==> src/rtl/muldiv_pkg.sv <==
// muldiv_pkg: shared types and decode helpers for the iterative RV32M multiply/divide unit.
//   muldiv_op_e    - funct3 encodings of the M-extension OP group
//   muldiv_state_e - control FSM states
//   helpers        - operation class and operand signedness decode
package muldiv_pkg;

    typedef enum logic [2:0] {
        OpMul    = 3'b000,
        OpMulh   = 3'b001,
        OpMulhsu = 3'b010,
        OpMulhu  = 3'b011,
        OpDiv    = 3'b100,
        OpDivu   = 3'b101,
        OpRem    = 3'b110,
        OpRemu   = 3'b111
    } muldiv_op_e;

    typedef enum logic [1:0] {
        IDLE,
        CALC,
        DONE
    } muldiv_state_e;

    function automatic logic is_div(muldiv_op_e op);
        return op inside {OpDiv, OpDivu, OpRem, OpRemu};
    endfunction

    function automatic logic is_rem(muldiv_op_e op);
        return op inside {OpRem, OpRemu};
    endfunction

    function automatic logic op_a_signed(muldiv_op_e op);
        return op inside {OpMulh, OpMulhsu, OpDiv, OpRem};
    endfunction

    function automatic logic op_b_signed(muldiv_op_e op);
        return op inside {OpMulh, OpDiv, OpRem};
    endfunction

endpackage

==> src/rtl/muldiv_sign_fix.sv <==
// muldiv_sign_fix: conditional two's-complement negation.
// Used to turn signed operands into magnitudes and to restore the sign of the final result.
//   value  in  Width  input value
//   negate in  1      negate the value when high
//   result out Width  value or its two's-complement negation
module muldiv_sign_fix #(
    parameter int unsigned Width = 32
) (
    input  logic [Width-1:0] value,
    input  logic             negate,
    output logic [Width-1:0] result
);

    assign result = negate ? (~value + Width'(1)) : value;

endmodule

==> src/rtl/muldiv_unit.sv <==
// muldiv_unit: iterative RV32M multiply/divide unit (one bit per cycle, XLEN iterations).
//   clk, rst            clock, synchronous active-high reset
//   in_valid/in_ready   request handshake; funct3, op_a, op_b, tag_in sampled on accept
//   flush               abort any in-flight or held operation
//   out_valid/out_ready result handshake; result, tag_out held stable while waiting
//   busy                operation in flight (CALC or DONE), used to stall the pipeline
module muldiv_unit
    import muldiv_pkg::*;
#(
    parameter int unsigned XLEN  = 32,
    parameter int unsigned TAG_W = 5
) (
    input  logic             clk,
    input  logic             rst,
    input  logic             in_valid,
    output logic             in_ready,
    input  logic [2:0]       funct3,
    input  logic [XLEN-1:0]  op_a,
    input  logic [XLEN-1:0]  op_b,
    input  logic [TAG_W-1:0] tag_in,
    input  logic             flush,
    output logic             out_valid,
    input  logic             out_ready,
    output logic [XLEN-1:0]  result,
    output logic [TAG_W-1:0] tag_out,
    output logic             busy
);

    localparam int unsigned CntW = $clog2(XLEN + 1);
    localparam logic [CntW-1:0] LastIter = CntW'(XLEN - 1);
    localparam logic [XLEN-1:0] MinNeg = {1'b1, {(XLEN - 1){1'b0}}};

    muldiv_state_e      state_q, state_d;
    muldiv_op_e         op_q, op_d;
    logic [CntW-1:0]    cnt_q, cnt_d;
    logic               sign_a_q, sign_a_d, sign_b_q, sign_b_d;
    logic [XLEN-1:0]    b_q, b_d;
    logic [2*XLEN-1:0]  acc_q, acc_d;
    logic [TAG_W-1:0]   tag_q, tag_d;
    logic [XLEN-1:0]    result_q, result_d;

    // Request decode and operand conditioning
    muldiv_op_e      op_in;
    logic            neg_a_in, neg_b_in, div_zero, div_ovf, fast_path;
    logic [XLEN-1:0] mag_a, mag_b, fast_result;

    assign op_in    = muldiv_op_e'(funct3);
    assign neg_a_in = op_a_signed(op_in) && op_a[XLEN-1];
    assign neg_b_in = op_b_signed(op_in) && op_b[XLEN-1];
    assign div_zero = is_div(op_in) && (op_b == '0);
    assign div_ovf  = (op_in inside {OpDiv, OpRem}) && (op_a == MinNeg) && (op_b == '1);
    assign fast_path = div_zero || div_ovf;

    always_comb begin
        fast_result = '0;
        if (div_zero) begin
            fast_result = is_rem(op_in) ? op_a : '1;
        end else if (div_ovf) begin
            fast_result = is_rem(op_in) ? '0 : op_a;
        end
    end

    muldiv_sign_fix #(.Width(XLEN)) u_fix_a (
        .value  (op_a),
        .negate (neg_a_in),
        .result (mag_a)
    );

    muldiv_sign_fix #(.Width(XLEN)) u_fix_b (
        .value  (op_b),
        .negate (neg_b_in),
        .result (mag_b)
    );

    // One iteration step. Multiply: multiplier sits in the low half and is shifted out while
    // the partial product builds up in the high half. Divide: {remainder, quotient} shift left.
    logic [XLEN:0]     mul_sum, div_trial;
    logic [2*XLEN-1:0] mul_next, div_next, step_acc;

    assign mul_sum   = {1'b0, acc_q[2*XLEN-1:XLEN]} + (acc_q[0] ? {1'b0, b_q} : '0);
    assign mul_next  = {mul_sum, acc_q[XLEN-1:1]};
    assign div_trial = acc_q[2*XLEN-1:XLEN-1] - {1'b0, b_q};
    assign div_next  = div_trial[XLEN] ? {acc_q[2*XLEN-2:0], 1'b0}
                                       : {div_trial[XLEN-1:0], acc_q[XLEN-2:0], 1'b1};
    assign step_acc  = is_div(op_q) ? div_next : mul_next;

    // Sign restoration over the full product so the high half sees the borrow from the low half
    logic [2*XLEN-1:0] fix_in, fix_out;
    logic              fix_neg;
    logic [XLEN-1:0]   final_result;

    always_comb begin
        fix_in = step_acc;
        if (is_div(op_q)) begin
            fix_in = {{XLEN{1'b0}}, is_rem(op_q) ? step_acc[2*XLEN-1:XLEN] : step_acc[XLEN-1:0]};
        end
    end

    // Remainder follows the dividend's sign; quotient and product follow the sign product
    assign fix_neg = is_rem(op_q) ? sign_a_q : (sign_a_q ^ sign_b_q);

    muldiv_sign_fix #(.Width(2 * XLEN)) u_fix_res (
        .value  (fix_in),
        .negate (fix_neg),
        .result (fix_out)
    );

    assign final_result = (is_div(op_q) || op_q == OpMul) ? fix_out[XLEN-1:0]
                                                          : fix_out[2*XLEN-1:XLEN];

    // State register
    always_ff @(posedge clk) begin
        if (rst) begin
            state_q  <= IDLE;
            op_q     <= OpMul;
            cnt_q    <= '0;
            sign_a_q <= 1'b0;
            sign_b_q <= 1'b0;
            b_q      <= '0;
            acc_q    <= '0;
            tag_q    <= '0;
            result_q <= '0;
        end else begin
            state_q  <= state_d;
            op_q     <= op_d;
            cnt_q    <= cnt_d;
            sign_a_q <= sign_a_d;
            sign_b_q <= sign_b_d;
            b_q      <= b_d;
            acc_q    <= acc_d;
            tag_q    <= tag_d;
            result_q <= result_d;
        end
    end

    // Next state
    always_comb begin
        state_d = state_q;
        if (flush) begin
            state_d = IDLE;
        end else begin
            unique case (state_q)
                IDLE:    if (in_valid) state_d = fast_path ? DONE : CALC;
                CALC:    if (cnt_q == LastIter) state_d = DONE;
                DONE:    if (out_ready) state_d = IDLE;
                default: state_d = IDLE;
            endcase
        end
    end

    // Datapath next state
    always_comb begin
        op_d     = op_q;
        cnt_d    = cnt_q;
        sign_a_d = sign_a_q;
        sign_b_d = sign_b_q;
        b_d      = b_q;
        acc_d    = acc_q;
        tag_d    = tag_q;
        result_d = result_q;
        if (flush) begin
            cnt_d = '0;
        end else if (state_q == IDLE && in_valid) begin
            op_d     = op_in;
            cnt_d    = '0;
            sign_a_d = neg_a_in;
            sign_b_d = neg_b_in;
            b_d      = mag_b;
            acc_d    = {{XLEN{1'b0}}, mag_a};
            tag_d    = tag_in;
            if (fast_path) begin
                result_d = fast_result;
            end
        end else if (state_q == CALC) begin
            acc_d = step_acc;
            cnt_d = cnt_q + CntW'(1);
            if (cnt_q == LastIter) begin
                result_d = final_result;
            end
        end
    end

    // Outputs
    always_comb begin
        in_ready  = (state_q == IDLE);
        out_valid = (state_q == DONE);
        busy      = (state_q == CALC) || (state_q == DONE);
        result    = result_q;
        tag_out   = tag_q;
    end

endmodule

==> config.mk <==
export PLATFORM = sky130hd
export DESIGN_NAME = muldiv_unit
export DESIGN_NICKNAME = d
export VERILOG_FILES = /design/src/rtl/muldiv_pkg.sv /design/src/rtl/muldiv_sign_fix.sv /design/src/rtl/muldiv_unit.sv
export SDC_FILE = /design/constraint.sdc
export NUM_CORES = 1
export LEC_CHECK = 0
export CAP_MARGIN = 20
export CORE_MARGIN = 10
export CORE_UTILIZATION = 30
export CTS_CLUSTER_DIAMETER = 120
export CTS_CLUSTER_SIZE = 16
export DETAILED_ROUTE_END_ITERATION = 6
export DONT_BUFFER_PORTS = 1
export SLEW_MARGIN = 20
export SYNTH_ARGS = -nofsm -noshare
export SYNTH_HDL_FRONTEND = slang
export SYNTH_SLANG_ARGS = --single-unit
==> constraint.sdc <==
create_clock -name clk -period 9.6 [get_ports clk]
set_clock_uncertainty 0.2 [all_clocks]
set_input_delay 0 -clock clk [delete_from_list [all_inputs] [get_ports clk]]
set_output_delay 0 -clock clk [all_outputs]
set_load 0.01 [all_outputs]
==> flow_metrics.py <==
metrics = {
    "timing": {
        "rsz0062_at_grt": "false",
        "slew_headroom_pct": 28.8,
        "fmax_ghz": 0.154,
        "final-hold-violation-count": 0,
        "fin_crit_ns": 6.51,
        "timing.hold.ws_ns": 0.0114,
        "finalCritPeriodShare_pct": 67.8,
        "setup_ws_ns": 3.09,
        "worst_pin_slew_ns": 1.07,
        "setup_tns_ns": 0,
        "finalMaxSlewViolations": 0,
        "setup_viol": 0,
    },
    "die": {
        "die_h_microns": 250,
        "die_w_microns": 250,
        "ios": 117,
        "start_util_pct": 30.2,
        "rows": 84,
        "core_area_sq_um": 52600,
        "dieArea_sq_um": 62600,
    },
    "min_path": {
        "min_path_type": "primary input to register",
    },
    "worst_setup_path": {
        "reg2reg_depth": 18,
        "startpoint_type": "register",
        "path_class": "register to register",
        "r2r_start": "acc_q[0]$_SDFFE_PP0P_",
        "ff2ff_setup_slack_ns": 3.09,
        "endpoint": "result[25]$_SDFFE_PP0P_",
        "worst_ep_arrival_time_ns": 6.67,
        "end_kind": "register",
        "cp.required_ns": 9.76,
        "reg2reg_to": "result[25]$_SDFFE_PP0P_",
        "cp_max_fo": 28,
        "worstSetupStartpoint": "acc_q[0]$_SDFFE_PP0P_",
    },
    "finish": {
        "layout-drive-gt1-share_pct": 6.29,
        "final_nets": 2458,
        "diodes": 0,
        "syn_to_final_growth_pct": 15.2,
    },
    "routing": {
        "drt_first_pass_iters": 7,
        "drc": 1,
        "drt_wl_total_microns": 76200,
        "via_per_inst": 6.15,
        "ant_nets": 0,
        "routedWlPerCell_microns": 25.3,
        "via_count": 18500,
        "drt_iter0_drc": 2357,
    },
    "outcome": {
        "violations": "design-rule violations",
        "status": "complete, but fails checks",
    },
    "synthesis": {
        "synth_edf_count": 0,
        "synth_ff_type": "dfxtp_1",
        "async_reset_ff_share_pct": 0,
        "synth_nets": 2435,
        "synth_top_area_cell": "dfxtp_1",
        "netlist.area_leader.share_pct": 18.4,
        "seq_area_frac_synth_pct": 18.4,
        "ys_seq_elements": 146,
        "ys_top_cells_by_count": "nor2_1, a21oi_1, nand2_1, o21ai_0, dfxtp_1",
        "avgSynthCellArea_sq_um": 6.96,
        "yosysWarnings": 0,
        "syn-cell-area_sq_um": 15900,
        "synth_area_leaders": "dfxtp_1, a21oi_1, nor2_1, ha_1, nand2_1",
        "ys_types": 100,
        "synthCells": 2284,
        "yosysMostFrequentCell": "nor2_1",
    },
    "pwr": {
        "power_density_nw_per_um2": 115,
        "peakVddDrop_v": 0.000151,
        "power.leakage_nw": 6.53,
    },
    "global_route": {
        "grt_pass1_vias": 17300,
        "grt_antenna_before_repair": 0,
        "grt_max_degree": 136,
        "grt-ovfl-total": 0,
        "grt_usage_pct": 23.2,
        "grt_pass1_wl_microns": 112000,
    },
    "cts": {
        "cts_buffers": 17,
        "clock_path_buffers": 2,
        "cts_root_buf": "clkbuf_16",
        "cts_tree": "done",
        "clk_pin_slew_ns": 0.06,
        "cts_setup_buffers": 0,
        "cts.sinks": 146,
        "clock_latency_ns": 0.49,
        "htreeDepth": 4,
    },
    "placed_design": {
        "gp_congestion": 1.01,
        "dp_slack_ns": 3.37,
        "hpwl_microns": 57500,
        "port-buffer-count": 0,
    },
    "run": {
        "maxCapViolCount": 0,
    },
}
worst min-delay path by stage:
stage                     startpoint                      end  slack, ns  cells past startpoint
after floorplan              op_b[0]      b_q[0]$_SDFFE_PP0P_      -0.06                      2
after global placement           rst  result[25]$_SDFFE_PP0P_      -0.10                      1
after detailed placement         rst  result[25]$_SDFFE_PP0P_      -0.10                      1
after CTS                  tag_in[2]  tag_out[2]$_SDFFE_PP0P_     0.0009                      3
after global routing       tag_in[1]  tag_out[1]$_SDFFE_PP0P_       0.02                      3
final                      tag_in[4]  tag_out[4]$_SDFFE_PP0P_       0.01                      3
through the flow:
stage,total power [mW],cell area (sq um),util [%],std cells
3_3_place_gp,1.25,16500,31.4,2864
3_5_place_dp,1.26,16500,31.4,2864
4_1_cts,2.10,18300,34.8,3008
2_1_floorplan,1.08,15900,-,2284
5_1_grt,2.19,18300,34.8,3008
6_report,2.11,18300,34.8,3008
metal layers:
layer,part of all wire [%],GRT usage (%)
met5,0,0
met1,41,28.7
met2,45,37.0
met4,6.2,13.9
met3,7.7,4.18
critical path, cell delays in order, from the launching register on:
cell and delay, ns:
dfxtp_1 0.42, buf_4 0.28, and2_1 0.16, ha_1 0.31, a21oi_1 0.25, o21ai_0 0.14, a221oi_1 0.68, and3_1 0.33
or2_1 0.19, mux2_2 0.42, or2_1 0.32, nor3_1 0.55, nand2b_1 0.27, o21ai_0 0.22, nand4_1 0.10, dlygate4sd3_1 0.60
a211oi_1 0.27, nor3_1 0.07, dlygate4sd3_1 0.58
layout by cell type, fill, tap and decap left out, types with 64 or more instances in the layout:
cell             n
a21oi_1        235
nor2_1         265
inv_1           69
ha_1            72
xor2_1          70
o21ai_0        152
nand2_1        227
dfxtp_1        145
nand3_1         67
nor3_1          64
dlygate4sd3_1  111
flip-flops by register name, indices dropped and copies added (netlist names):
name	flops
sign_b_q	1
tag_out	5
result	32
b_q	32
state_q	2
acc_q	64
cnt_q	6
op_q	3
sign_a_q	1
power by group:
part           switching, mW  internal, mW  leakage [nW]  total, mW
Sequential            0.0292         0.626          1.19      0.655
Combinational          0.444         0.234          5.04      0.679
Clock                  0.329         0.446         0.305      0.775
logic make-up after synthesis:
logic type | count (synthesis) | synth area share, %
adder cells (fa/ha/maj) | 74 | 5.92
buffers and inverters | 208 | 5.12
flip-flops | 146 | 18.4
AND/OR/NAND/NOR | 903 | 27.9
AO/OA/AOI/OAI | 764 | 31.5
XOR/XNOR | 119 | 6.56
multiplexers | 70 | 4.56
layout make-up:
class,count,area (sq um)
clock buffer,18,439
fill,5657,34300
multi-input combinational,1930,12200
tap,688,861
timing repair buffer,143,1370
sequential,146,2930
clock inverter,14,204
inverter,69,259
repair_timing:
action	4_1_cts	5_1_grt
gates resized for setup	0	0
endpoints found under the hold margin	146	0
hold buffers	112	0
No activity file was read; power rests on OpenSTA's default activity.
